$ cat config.mk
export PLATFORM = sky130hd
export DESIGN_NAME = mem_write_monitor
export DESIGN_NICKNAME = d
export VERILOG_FILES = /design/src/rtl/mem_write_monitor.sv
export SDC_FILE = /design/constraint.sdc
export NUM_CORES = 2
export LEC_CHECK = 0
export CORE_MARGIN = 2
export CORE_UTILIZATION = 55
export CTS_BUF_LIST = sky130_fd_sc_hd__clkbuf_4 sky130_fd_sc_hd__clkbuf_8 sky130_fd_sc_hd__clkbuf_16
export DETAILED_ROUTE_END_ITERATION = 10
export GPL_TIMING_DRIVEN = 0
export PLACE_DENSITY_LB_ADDON = 0.2
export SKIP_CTS_REPAIR_TIMING = 1
export SLEW_MARGIN = 20
export SYNTH_ARGS = -nofsm -noshare
export SYNTH_HDL_FRONTEND = slang
export SYNTH_SLANG_ARGS = --single-unit
$ cat constraint.sdc
create_clock -name CLK -period 4.6 [get_ports CLK]
set_clock_uncertainty 0.15 [all_clocks]
set_input_delay 0.92 -clock CLK [delete_from_list [all_inputs] [get_ports CLK]]
set_output_delay 0.92 -clock CLK [all_outputs]
set_load 0.05 [all_outputs]
$ cat src/rtl/mem_write_monitor.sv
// mem_write_monitor: snoops MMU writes into per-window FIFOs drained round-robin onto one ready/valid stream.
// Define MWMON_HALT_EN to build the sticky tohost halt detector.
module mem_write_monitor #(
  parameter int NCH = 2,
  parameter int DEPTH = 16,
  parameter int DW = 32,
  parameter logic [NCH*32-1:0] CH_BASE = {32'h4000_0000, 32'h1000_0000},
  parameter logic [NCH*32-1:0] CH_MASK = {32'hFFFF_FFF0, 32'hFFFF_FFF0},
  parameter logic [31:0] HALT_ADDR = 32'h8000_1000,
  localparam int CW = NCH > 1 ? $clog2(NCH) : 1
) (
  input  logic            CLK,
  input  logic            RST,
  input  logic [31:0]     w_mem_paddr,
  input  logic            w_mem_we,
  input  logic [DW-1:0]   w_mem_wdata,
  output logic            w_tx_ready,
  output logic            o_valid,
  input  logic            i_ready,
  output logic [CW-1:0]   o_ch,
  output logic [DW-1:0]   o_data,
  output logic [NCH*16-1:0] o_drop_cnt,
  output logic            o_halt,
  output logic [DW-1:0]   o_halt_code
);
  localparam int AW = $clog2(DEPTH);
  typedef enum logic {IDLE, GRANT} st_t;
  st_t st, st_n;
  logic [DW-1:0] mem [NCH][DEPTH];
  logic [AW-1:0] wptr [NCH];
  logic [AW-1:0] rptr [NCH];
  logic [AW:0] cnt [NCH];
  logic [15:0] drop [NCH];
  logic [CW-1:0] rr, hit_ch, sel, ch_n;
  logic [DW-1:0] data_n;
  logic hit, found, pop;
  assign o_valid = st == GRANT;
  assign pop = o_valid && i_ready;
  // descending scan so the lowest matching window wins
  always_comb begin
    hit = 1'b0;
    hit_ch = '0;
    for (int i = NCH - 1; i >= 0; i--)
      if ((w_mem_paddr & CH_MASK[i*32 +: 32]) == CH_BASE[i*32 +: 32]) begin
        hit = 1'b1;
        hit_ch = CW'(i);
      end
  end
  always_comb begin
    found = 1'b0;
    sel = '0;
    for (int k = NCH - 1; k >= 0; k--)
      if (cnt[(int'(rr) + k) % NCH] != '0) begin
        found = 1'b1;
        sel = CW'((int'(rr) + k) % NCH);
      end
  end
  always_comb begin
    w_tx_ready = 1'b1;
    for (int i = 0; i < NCH; i++) w_tx_ready &= cnt[i] != (AW+1)'(DEPTH);
  end
  always_comb begin
    st_n = st;
    ch_n = o_ch;
    data_n = o_data;
    if (st == IDLE && found) begin
      st_n = GRANT;
      ch_n = sel;
      data_n = mem[sel][rptr[sel]];
    end else if (pop) st_n = IDLE;
  end
  always_ff @(posedge CLK or posedge RST)
    if (RST) begin
      st <= IDLE;
      o_ch <= '0;
      o_data <= '0;
      rr <= '0;
    end else begin
      st <= st_n;
      o_ch <= ch_n;
      o_data <= data_n;
      if (pop) rr <= (o_ch == CW'(NCH - 1)) ? '0 : o_ch + 1'b1;
    end
  for (genvar c = 0; c < NCH; c++) begin : g_ch
    logic push, full, deq;
    assign full = cnt[c] == (AW+1)'(DEPTH);
    assign push = w_mem_we && hit && hit_ch == CW'(c);
    assign deq = pop && o_ch == CW'(c);
    always_ff @(posedge CLK or posedge RST)
      if (RST) begin
        wptr[c] <= '0;
        rptr[c] <= '0;
        cnt[c] <= '0;
        drop[c] <= '0;
      end else begin
        if (push && !full) wptr[c] <= wptr[c] + 1'b1;
        if (deq) rptr[c] <= rptr[c] + 1'b1;
        cnt[c] <= cnt[c] + (AW+1)'(push && !full) - (AW+1)'(deq);
        if (push && full && drop[c] != 16'hFFFF) drop[c] <= drop[c] + 1'b1;
      end
    always_ff @(posedge CLK)
      if (push && !full) mem[c][wptr[c]] <= w_mem_wdata;
    assign o_drop_cnt[c*16 +: 16] = drop[c];
  end
`ifdef MWMON_HALT_EN
  always_ff @(posedge CLK or posedge RST)
    if (RST) begin
      o_halt <= 1'b0;
      o_halt_code <= '0;
    end else if (!o_halt && w_mem_we && w_mem_paddr == HALT_ADDR && w_mem_wdata != '0) begin
      o_halt <= 1'b1;
      o_halt_code <= w_mem_wdata;
`ifndef SYNTHESIS
      $display("HALT code=%x", w_mem_wdata);
`endif
    end
`else
  assign o_halt = 1'b0;
  assign o_halt_code = '0;
`endif
endmodule
==> key figures <==
Route
  – Remaining DRCs: 0
  – Met3 routed wirelength: roughly 11,000 um
  – Drt first pass iters: 5
  – Via count: 25,000
  – Wirelength per Cell: 29.3 um
  – Met1 Routed Length: 43,800 um
  – Uppermost layer routed: met5
  – DR WL met2: 55,900 um
  – Post-route ant nets: 0
  – Number of DRC markers in iteration 0: about 3,000
  – Routed wire length: between 100,000 and 150,000 um
  – Post-DR vias/cell: approximately 6.4

Hold path
  – Hold Crit Class: flip-flop to flip-flop
  – Hold Crit Start: rptr[7]

Die
  – Die Width: about 290 um
  – Die span in y: 287 um
  – Die area: about 80,000 um2
  – Initial Util: 0.557
  – Core ar.: around 80,000 um2
  – Boundary Pins: approximately 170
  – Site Rows: between 100 and 150

Synthesis
  – Area share of the largest cell type after synthesis: 0.698
  – Post-synth ARST share: 0.0833
  – Synth area leader: edfxtp_1
  – Number of synthesized flops with an enable pin: 1,024
  – Mean Syn Cell Area: ~18 um2
  – Netlist cell types: 57
  – Sequential share of the synthesized area: 0.751
  – Synth cell count leaders: edfxtp_1, mux4_2, o22ai_1, mux2i_1, nor2_1
  – Synth warn: 0
  – Synth area leaders: edfxtp_1, mux4_2, dfrtp_1, mux2i_1, mux2_2
  – Top_reg_cell synth: edfxtp_1
  – Count leader, synth: edfxtp_1
  – Cell count after synthesis: ~2,500
  – Syn Std Cell Area: around 44,000 um2
  – Yosys reg bits: 1,117

Clocking
  – Max clock buf depth: 3
  – Clock-pin slew on the worst setup and hold paths: approximately 0.06 ns
  – CTS buffer count: between 100 and 150
  – CTS tree: done
  – Clock root buffer: clkbuf_16
  – Clock Latency Late Sink: just under 0.7 ns
  – H-tree level count: 3
  – Clk sinks: between 1,000 and 1,500

Timing
  – Fin crit share: 0.908
  – RSZ-0062 raised after global routing: no
  – Final hold violations: 0
  – Maximum clock rate: 0.239 GHz
  – Slew headroom: 0.255
  – Setup_tns: 0 ns
  – Final setup viols: 0
  – Tmin final: 4.18 ns
  – Worst Tran Pin Value: around 1.1 ns
  – Max-slew violations: 0

Status
  – Status: complete, no violations

Cells and area
  – Finished Cell Area: slightly above 50,000 um2
  – Layout fillers: between 5,000 and 6,000
  – Util after Layout: 0.651
  – Layout area overhead: 16.9%
  – Final net count: a little under 3,000
  – Layout cell share with drive strength beyond 1: 0.218
  – N_diodes: 0

Pwr
  – Sw power: just over 10 mW
  – Sw Share: 0.341
  – Seq pwr share: 0.384
  – Clock power share: 0.293
  – VDD IR-drop max: 0.571 mV
  – Int Power: between 15 and 20 mW
  – LEAKAGE: between 15 and 20 nW
  – PwrDens: 589 nW/um2
  – Overall Power: just over 30 mW
  – Combinational fraction of design power: 0.323

Worst setup path
  – CP Capture Type: primary output
  – Max incr delay on CP: 0.74 ns
  – Critical path class: flip-flop to primary output
  – Crit-path cells: inv_1 -> ha_1 -> nand2_1 -> nor3_1 -> nor2_1 -> clkdlybuf4s50_1
  – Crit Reg-Reg Startpoint: cnt[7]
  – Slowest cell on crit path: nor3_1
  – Startpoint types: flip-flop
  – Crit path DAT: ~3.1 ns
  – CP max FO: 5
  – Crit. Startpoint: cnt[7]
  – Worst EP required: roughly 3.5 ns

Global route
  – Initial antenna violation count: 4
  – First-pass GRT wire length: around 170,000 um
  – Gr usage total: 0.282
  – Largest net degree at the start of global routing: 61
  – GRT Residual Overflow: 0
  – Vias in the first global route: ~25,000

Place
  – Final GP Congestion: 0.947
  – IO buf count: 130
  – Placed instance area: approximately 48,000 um2
  – Final HPWL DP: between 70,000 and 80,000 um

Run
  – Max-capacitance violation count: 0
==> layer usage <==
layer  track usage  vias up
li1              -    10500
met1         0.379    12900
met2         0.457     1368
met3        0.0546      252
met4         0.114        6
met5             0        -
==> cell usage in the layout (no fill, tap or decap), types with 16 or more instances in the layout <==
| master | count |
|---|---|
| clkinv_1 | 18 |
| nand2_1 | 91 |
| nor2_4 | 16 |
| o2bb2ai_1 | 17 |
| clkdlybuf4s50_1 | 99 |
| ha_1 | 24 |
| dfrtp_1 | 93 |
| buf_2 | 102 |
| a21oi_1 | 35 |
| and2_1 | 19 |
| clkinv_2 | 25 |
| clkbuf_16 | 108 |
| nor2_1 | 81 |
| clkbuf_4 | 22 |
| a221o_1 | 17 |
| nand3_1 | 35 |
| inv_1 | 29 |
| buf_4 | 57 |
| edfxtp_1 | 1024 |
| o221ai_1 | 32 |
| o21ai_0 | 88 |
| mux4_2 | 128 |
| clkbuf_1 | 72 |
| o22ai_1 | 122 |
| conb_1 | 33 |
| xnor2_1 | 39 |
| buf_12 | 16 |
| mux2i_1 | 99 |
| mux2_2 | 68 |
==> worst max-delay path: cells and delay by family (launching register included) <==
family,cells,cell delay (ns)
buffers and inverters,2,0.87
AND/OR/NAND/NOR,3,0.87
flip-flops,1,0.53
adder cells (fa/ha/maj),1,0.16
==> power by group through the flow <==
stage / sequential (mW) / clock [mW] / combinational (mW)
2_1_floorplan: 12.2 / 0 / 5.83
3_3_place_gp: 11.8 / 0 / 9.52
3_5_place_dp: 11.8 / 0 / 9.70
4_1_cts: 11.6 / 8.94 / 9.75
5_1_grt: 11.7 / 9.33 / 10.3
6_report: 11.7 / 8.88 / 9.81
==> final timing paths <==
path | slack [ns] | cells after the start | end
setup / recovery | 0.42 | 6 | w_tx_ready
hold / removal | 0.35 | 1 | rptr[7]
setup reg to reg | 0.82 | 18 | cnt[9]
hold reg to reg | 0.35 | 1 | rptr[7]
max in group asynchronous | 3.16 | 3 | o_valid
min in group asynchronous | 0.46 | 2 | o_drop_cnt[5]
==> state kept, by name (all words and copies together), names as in the netlist <==
| signal | count |
|---|---|
| cnt | 10 |
| mem | 1024 |
| o_ch | 1 |
| o_data | 32 |
| o_drop_cnt | 32 |
| o_valid | 1 |
| rptr | 8 |
| rr | 1 |
| wptr | 8 |
==> stage by stage <==
step	hold WS (ns)	setup slack [ns]	cells
2_1_floorplan	0.309	-1.22	2484
3_3_place_gp	0.328	-5.10	3664
3_5_place_dp	0.337	-0.602	3734
4_1_cts	0.348	0.110	3932
5_1_grt	0.367	0.316	3935
6_report	0.346	0.423	3935
==> layout make-up <==
cell class	count	area (um2)	share of cell area
flip-flops and latches	1117	33100	0.642
multi-input cells	1152	10300	0.200
clock buffers	132	2900	0.0562
repair buffers	203	2210	0.0428
well taps	1050	1310	0.0255
plain buffers	181	916	0.0178
clock inverters	66	669	0.0130
inverters	34	133	0.00258
==> cells by family after synthesis <==
group	Yosys count	synth area share
flip-flops	1117	0.751
AO/OA/AOI/OAI	425	0.0667
AND/OR/NAND/NOR	323	0.0354
multiplexers	295	0.105
buffers and inverters	215	0.0237
XOR/XNOR	50	0.00994
adder cells (fa/ha/maj)	26	0.00773
other	1	0.0000852
(Power assumes the default switching activity.)
